$ cat config.mk
export PLATFORM = sky130hd
export DESIGN_NAME = div_unit
export DESIGN_NICKNAME = d
export VERILOG_FILES = /design/src/rtl/div_unit.sv
export SDC_FILE = /design/constraint.sdc
export NUM_CORES = 1
export LEC_CHECK = 0
export ABC_AREA = 1
export CAP_MARGIN = 20
export CELL_PAD_IN_SITES_DETAIL_PLACEMENT = 0
export CELL_PAD_IN_SITES_GLOBAL_PLACEMENT = 1
export CORE_ASPECT_RATIO = 0.9
export CORE_MARGIN = 5
export CORE_UTILIZATION = 35
export CTS_BUF_LIST = sky130_fd_sc_hd__clkbuf_2 sky130_fd_sc_hd__clkbuf_4 sky130_fd_sc_hd__clkbuf_8
export CTS_CLUSTER_SIZE = 24
export DETAILED_ROUTE_END_ITERATION = 6
export PLACE_DENSITY_LB_ADDON = 0.1
export SKIP_CTS_REPAIR_TIMING = 1
export SLEW_MARGIN = 40
export SYNTH_ARGS = -nofsm -noshare
export SYNTH_HDL_FRONTEND = slang
export SYNTH_SLANG_ARGS = --single-unit
$ cat constraint.sdc
create_clock -name clk -period 2.65 [get_ports clk]
set_input_delay 0.265 -clock clk [delete_from_list [all_inputs] [get_ports clk]]
set_output_delay 0.265 -clock clk [all_outputs]
set_load 0.02 [all_outputs]
$ cat src/rtl/div_unit.sv
// Multi-cycle radix-2 restoring divider serving the execute stage's DIV/DIVU requests.
// Returns {remainder, quotient} with ready_o, held until the requester drops start_i.
module div_unit #(
  parameter int WIDTH = 32
) (
  input  logic               clk,
  input  logic               rst,
  input  logic               signed_div_i,
  input  logic [WIDTH-1:0]   opdata1_i,
  input  logic [WIDTH-1:0]   opdata2_i,
  input  logic               start_i,
  input  logic               annul_i,
  output logic [2*WIDTH-1:0] result_o,
  output logic               ready_o
);

  localparam int CW = $clog2(WIDTH + 1);

  typedef enum logic [1:0] {FREE, BYZERO, ON, END} state_t;

  state_t             state_q;
  logic [CW-1:0]      cnt_q;
  logic [2*WIDTH:0]   work_q;
  logic [WIDTH-1:0]   dvs_q;
  logic               negQuot_q;
  logic               negRem_q;
  logic [2*WIDTH-1:0] result_q;
  logic               ready_q;

  logic [WIDTH-1:0]   absA;
  logic [WIDTH-1:0]   absB;
  logic [WIDTH+1:0]   diff;
  logic [WIDTH-1:0]   quotFix;
  logic [WIDTH-1:0]   remFix;

  // Operand magnitudes, trial subtraction and sign correction of the final result
  always_comb begin
    absA    = (signed_div_i && opdata1_i[WIDTH-1]) ? -opdata1_i : opdata1_i;
    absB    = (signed_div_i && opdata2_i[WIDTH-1]) ? -opdata2_i : opdata2_i;
    diff    = {1'b0, work_q[2*WIDTH:WIDTH]} - {2'b00, dvs_q};
    quotFix = negQuot_q ? -work_q[WIDTH-1:0] : work_q[WIDTH-1:0];
    remFix  = negRem_q ? -work_q[2*WIDTH:WIDTH+1] : work_q[2*WIDTH:WIDTH+1];
  end

  always_ff @(posedge clk) begin
    if (rst) begin
      state_q   <= FREE;
      cnt_q     <= '0;
      work_q    <= '0;
      dvs_q     <= '0;
      negQuot_q <= 1'b0;
      negRem_q  <= 1'b0;
      result_q  <= '0;
      ready_q   <= 1'b0;
    end else begin
      unique case (state_q)
        FREE: begin
          ready_q  <= 1'b0;
          result_q <= '0;
          if (start_i && !annul_i) begin
            cnt_q <= '0;
            if (opdata2_i == '0) begin
              state_q <= BYZERO;
            end else begin
              dvs_q     <= absB;
              work_q    <= {{WIDTH{1'b0}}, absA, 1'b0};
              negQuot_q <= signed_div_i && (opdata1_i[WIDTH-1] ^ opdata2_i[WIDTH-1]);
              negRem_q  <= signed_div_i && opdata1_i[WIDTH-1];
              state_q   <= ON;
            end
          end
        end
        // Divide-by-zero spends two edges here so its result lands two edges after acceptance
        BYZERO: begin
          if (annul_i) begin
            state_q <= FREE;
          end else if (cnt_q == '0) begin
            cnt_q <= CW'(1);
          end else begin
            result_q <= '0;
            ready_q  <= 1'b1;
            state_q  <= END;
          end
        end
        ON: begin
          if (annul_i) begin
            state_q <= FREE;
          end else if (cnt_q != CW'(WIDTH)) begin
            if (diff[WIDTH+1]) begin
              work_q <= {work_q[2*WIDTH-1:0], 1'b0};
            end else begin
              work_q <= {diff[WIDTH-1:0], work_q[WIDTH-1:0], 1'b1};
            end
            cnt_q <= cnt_q + CW'(1);
          end else begin
            result_q <= {remFix, quotFix};
            ready_q  <= 1'b1;
            state_q  <= END;
          end
        end
        END: begin
          if (!start_i) begin
            ready_q  <= 1'b0;
            result_q <= '0;
            state_q  <= FREE;
          end
        end
        default: state_q <= FREE;
      endcase
    end
  end

  assign result_o = result_q;
  assign ready_o  = ready_q;

endmodule

# After elaboration in Yosys (flattened, before gate mapping)
# Index checks and enable logic that the tools add are counted.
[totals] ff_bits=172 in_bits=69 output_inout_bits=65 word_cells=82
[classes] n_addsub=6 eq_ne=15 n_mux=36 bitwise_logic=2 reduce_logical=15
[op_table] op="$mux W65" n=5
[op_table] op="$mux W64" n=5
[op_table] op="$pmux W64 S4" n=1
[op_table] op="$pmux W65 S2" n=1
[op_table] op="$mux W32" n=4
[op_table] op="$neg A32 Y32" n=4
[op_table] op="$sub A33 B32 Y34" n=1
[op_table] op="$logic_not A32 Y1" n=1
[op_table] op="$mux W6" n=5
[op_table] op="$ne A2 B2 Y1 const B" n=9
[op_table] op="$pmux W6 S3" n=1
[op_table] op="$mux W2" n=7
[op_table] op="$reduce_and A5 Y1" n=2
[op_table] op="$pmux W2 S4" n=1
[op_table] op="$add A6 B1 Y6 const B" n=1
[op_table] op="$logic_not A6 Y1" n=1
[op_table] op="$ne A3 B3 Y1 const B" n=2
[op_table] op="$ne A6 B6 Y1 const B" n=1
[op_table] op="$reduce_and A6 Y1" n=1
[op_table] op="$mux W1" n=5
[op_table] op="$eq A2 B2 Y1 const B" n=2
[op_table] op="$logic_and A1 B1 Y1" n=4
[op_table] op="$pmux W1 S4" n=1
[op_table] op="$reduce_and A4 Y1" n=1
[op_table] op="8 further kinds" n=8

# Depth between registers and ports, before layout
[logic_depth] ltp_word=5 mapped_depth=17 depth_no_buf=16

# Worst setup path after synthesis
# OpenSTA, ideal clock, no wires.
[synth_timing] kind="register -> register" startpoint="register work_q[32]" endpoint="register work_q[61]" setup_time_ns=0.132 t_arrival_ns=1.817 t_required_ns=2.518 slack_ns=0.701 path_stages_with_launch=17 n_path_buf=0 synth_period_minus_slack_ns=1.949 cell_sequence="dfxtp_1 inv_1 ha_1 inv_1 fa_1 nand3_1 nand3_1 nand2_1 nand2_1 nand2_1 nand2_1 nand2_1 nand2_1 nand2_1 nand3_1 nand2_1 a21oi_1"
[synth_between] elab_chain_cells=5
[synth_rtl] item="start, declared" line_no="23" text="logic [2*WIDTH:0] work_q;"
[synth_rtl] item="start signal, assigned" line_no="66" text="work_q <= {{WIDTH{1'b0}}, absA, 1'b0};"
[synth_rtl] item="start signal, assigned" line_no="90" text="work_q <= {work_q[2*WIDTH-1:0], 1'b0};"
[synth_rtl] item="start signal, assigned" line_no="92" text="work_q <= {diff[WIDTH-1:0], work_q[WIDTH-1:0], 1'b1};"
[synth_rtl] item="$sub A33 B32 Y34" line_no="40" text="diff = {1'b0, work_q[2*WIDTH:WIDTH]} - {2'b00, dvs_q};"
[synth_rtl] item="$mux W65" line_no="89" text="if (diff[WIDTH+1]) begin"
[synth_rtl] item="$mux W65" line_no="88" text="end else if (cnt_q != CW'(WIDTH)) begin"
[synth_rtl] item="$mux W65" line_no="86" text="if (annul_i) begin"
[synth_rtl] item="$pmux W65 S2" line_no="56" text="unique case (state_q)"
# No other way between the ends. The select of a mux whose other input is x is not followed.
# A chain may end at the register's enable or synchronous reset.

# Worst setup path in the final report
[layout_timing] startpoint="register dvs_q[17]" endpoint="register work_q[54]"
[layout_between] elab_chain_cells=5
[layout_rtl] item="start, declared" line_no="24" text="logic [WIDTH-1:0] dvs_q;"
[layout_rtl] item="start signal, assigned" line_no="65" text="dvs_q <= absB;"
[layout_rtl] item="$sub A33 B32 Y34" line_no="40"
[layout_rtl] item="$mux W65" line_no="89"
[layout_rtl] item="$mux W65" line_no="88"
[layout_rtl] item="$mux W65" line_no="86"
[layout_rtl] item="$pmux W65 S2" line_no="56"
# No other way between the ends. The select of a mux whose other input is x is not followed.

==> impl_metrics.py <==
metrics = {
    "drt": {
        "dr.first_iter.drc_count": 1162,
        "wl_um": 48200,
        "drtPass1Iterations": 7,
        "viasPerCell": 5.05,
        "drc": 0,
        "antenna_left": 0,
        "vias": 14168,
        "wire_per_inst_um": 17.2,
    },
    "timing": {
        "slew_headroom": 0.560,
        "finalCritPeriodShare": 0.944,
        "rsz0062_at_grt": "false",
        "tightest_slew_ns": 0.660,
        "setup-tns-final_ns": 0,
        "max_freq_mhz": 400,
        "hold_viol_final": 0,
        "finClkSkew_ns": 0.0188,
        "finalCriticalPeriod_ns": 2.50,
        "setup_violations": 0,
        "slew_viol_final": 0,
    },
    "synthesis": {
        "syn-num-nets": 2309,
        "synth_xor_area_frac": 0.0403,
        "synthMuxAreaShare": 0,
        "syn_avg_cell_area_sq_um": 5.93,
        "synthArstFlopShare": 0,
        "synth_area_sq_um": 13000,
        "synth_edf_count": 0,
        "yosysTopAreaCell": "dfxtp_1",
        "ys_warn_count": 0,
        "synth_compound_area_frac": 0.156,
        "yosys.area_share.simple": 0.376,
        "synth_adder_area_share": 0.0428,
        "synth.distinct_cells": 48,
        "yosysSeqAreaShare": 0.264,
        "synth_ff_type": "dfxtp_1",
        "synthTopCellsByArea": "dfxtp_1, nand2_1, inv_1",
        "synth_top_family_by_area": "simple AND/OR/NAND/NOR gates",
        "synthCells": 2196,
        "ys_ff_latch": 172,
        "synth_top_area_frac": 0.264,
    },
    "clock_network": {
        "root_buffer": "clkbuf_8",
        "clkSinkCount": 172,
        "cts_buffers": 17,
        "clk_path_buf_depth": 2,
        "clkSlewWorstSetupHoldPaths_ns": 0.10,
        "clk_latency_ns": 0.51,
        "htreeDepth": 4,
        "cts_tree": "yes",
    },
    "die": {
        "die_area_sq_um": 41200,
        "die_height_um": 193,
        "die_x_um": 213,
        "initial_core_util": 0.352,
        "io_pins": 134,
        "rows": 67,
        "core_area_sq_um": 37100,
    },
    "worst_setup_path": {
        "cpMaxStageDelayCell": "ha_1",
        "cp-end-kind": "flop",
        "worst_path_most_repeated_cell": "nand2_1",
        "required_ns": 3.02,
        "crit_path_cell_trace": "inv_1 > ha_1 > nand2_1 > nor2_2 > nand2_1 > nor2_1 > nand2_4 > nand2_4 > buf_4 > nand2_1 > nand3_1 > a21oi_2",
        "worst_ep_arrival_time_ns": 2.87,
        "critical_path_class": "flop to flop",
        "cp-start-kind": "flop",
        "critPathMaxStageDelay_ns": 0.45,
        "cp_max_fo": 11,
    },
    "cells_and_area": {
        "drive_gt1_frac": 0.0603,
        "final_cell_mix": "nand2_1, inv_1, nand3_1, a21oi_1, nor2_1",
        "layout_commonest_cell": "nand2_1",
        "diodes": 0,
        "finalNetCount": 2422,
        "area_growth_pct": 18.1,
    },
    "global_routing": {
        "grt_max_degree": 123,
        "grt_pass1_vias": 12922,
        "antenna_found_initial": 0,
        "grt_pass1_wl_um": 74800,
        "grt_usage": 0.234,
        "overflow": 0,
    },
    "placed_design": {
        "portBuffers": 133,
        "routabilityCongestion": 0.950,
        "dp_hpwl_um": 38500,
    },
    "pwr": {
        "ir_drop_mv": 0.313,
        "power_frac_comb": 0.380,
        "switching_power_w": 0.00341,
        "p_leak_nw": 7.05,
        "seq_power_share": 0.367,
        "clock_power_share": 0.252,
        "internal_power_w": 0.00464,
        "power_w": 0.00805,
        "sw_frac_of_total": 0.424,
        "powerDensity_nw_per_um2": 523,
    },
    "job": {
        "drv_cap": 0,
    },
    "worst_hold_path": {
        "holdCritPathClass": "primary input to flop",
    },
    "outcome": {
        "outcome": "finished clean",
    },
}
-- per-layer routing --
layer	share of wire	vias to the layer above	track usage
met1	0.53	6459	0.378
met2	0.39	392	0.321
met4	0.016	0	0.0482
li1	-	7279	-
met5	0	-	0
met3	0.058	38	0.0354
-- area by class of cell --
type                       instances  area [sq um]
fill                            4071         21700
clock buffer                      17           234
sequential                       172          3440
multi-input combinational       1631          8030
inverter                         312          1170
timing repair buffer             175          1740
clock inverter                    15           179
tap                              483           604
-- power groups by stage --
stage                     logic [W]  clock network (W)  registers, W
after global routing        0.00342            0.00220       0.00298
after CTS                   0.00303            0.00209       0.00295
after floorplan             0.00199                  0       0.00298
after detailed placement    0.00302                  0       0.00301
after global placement      0.00303                  0       0.00301
final                       0.00306            0.00203       0.00296
-- critical path: cells and delay by family, from the launching register on --
kind | cells | cell delay (ns)
compound gates | 1 | 0.05
fa+ha+maj | 1 | 0.45
buf+inv | 2 | 0.31
flops | 1 | 0.34
simple gates | 8 | 1.24
-- path summary, 6_finish.rpt --
| path | startpoint | endpoint | slack [ns] | cells after the start |
|---|---|---|---|---|
| worst max register to register | dvs_q[17] | work_q[54] | 0.15 | 12 |
| worst min-delay path | rst | result_o[7] | 0.30 | 3 |
| worst min register to register | result_o[49] | result_o[49] | 0.47 | 2 |
| worst max-delay path | dvs_q[17] | work_q[54] | 0.15 | 12 |
-- Yosys cell counts, drive strengths merged (3+ instances only) --
master,number
a31oi,8
a21oi,219
dfxtp,172
nand3b,5
a22oi,3
nor3,26
and2,3
xnor2,23
buf,43
clkbuf,38
a211oi,8
nand3,224
inv,311
nand4,31
o21ai,121
xor2,37
nand2,637
ha,43
o211ai,8
nor2,211
or2,8
-- logic make-up (layout without fill, tap and decap cells) --
family | Yosys count | count (layout)
fa+ha+maj | 44 | 44
xor+xnor | 60 | 60
simple gates | 1149 | 1149
buf+inv | 393 | 519
compound gates | 378 | 378
flops | 172 | 172
-- metrics by stage --
| stage | hold WS (ns) | cells | util | setup slack [ns] | instance area [sq um] |
|---|---|---|---|---|---|
| 3_5_place_dp | 0.454 | 2773 | 0.404 | 0.160 | 15000 |
| 5_1_grt | 0.345 | 2805 | 0.416 | 0.0108 | 15400 |
| 3_3_place_gp | 0.452 | 2773 | 0.404 | 0.125 | 15000 |
| 4_1_cts | 0.311 | 2805 | 0.415 | 0.138 | 15400 |
| 2_1_floorplan | 0.419 | 2196 | - | 0.701 | 13000 |
| 6_report | 0.302 | 2805 | 0.416 | 0.147 | 15400 |
-- registers in the layout, indices dropped and copies added (netlist names) --
name       count
work_q        65
result_o      64
dvs_q         32
cnt_q          6
state_q        2
negQuot_q      1
negRem_q       1
ready_o        1
Note: power is estimated with default switching activity, not from simulation.
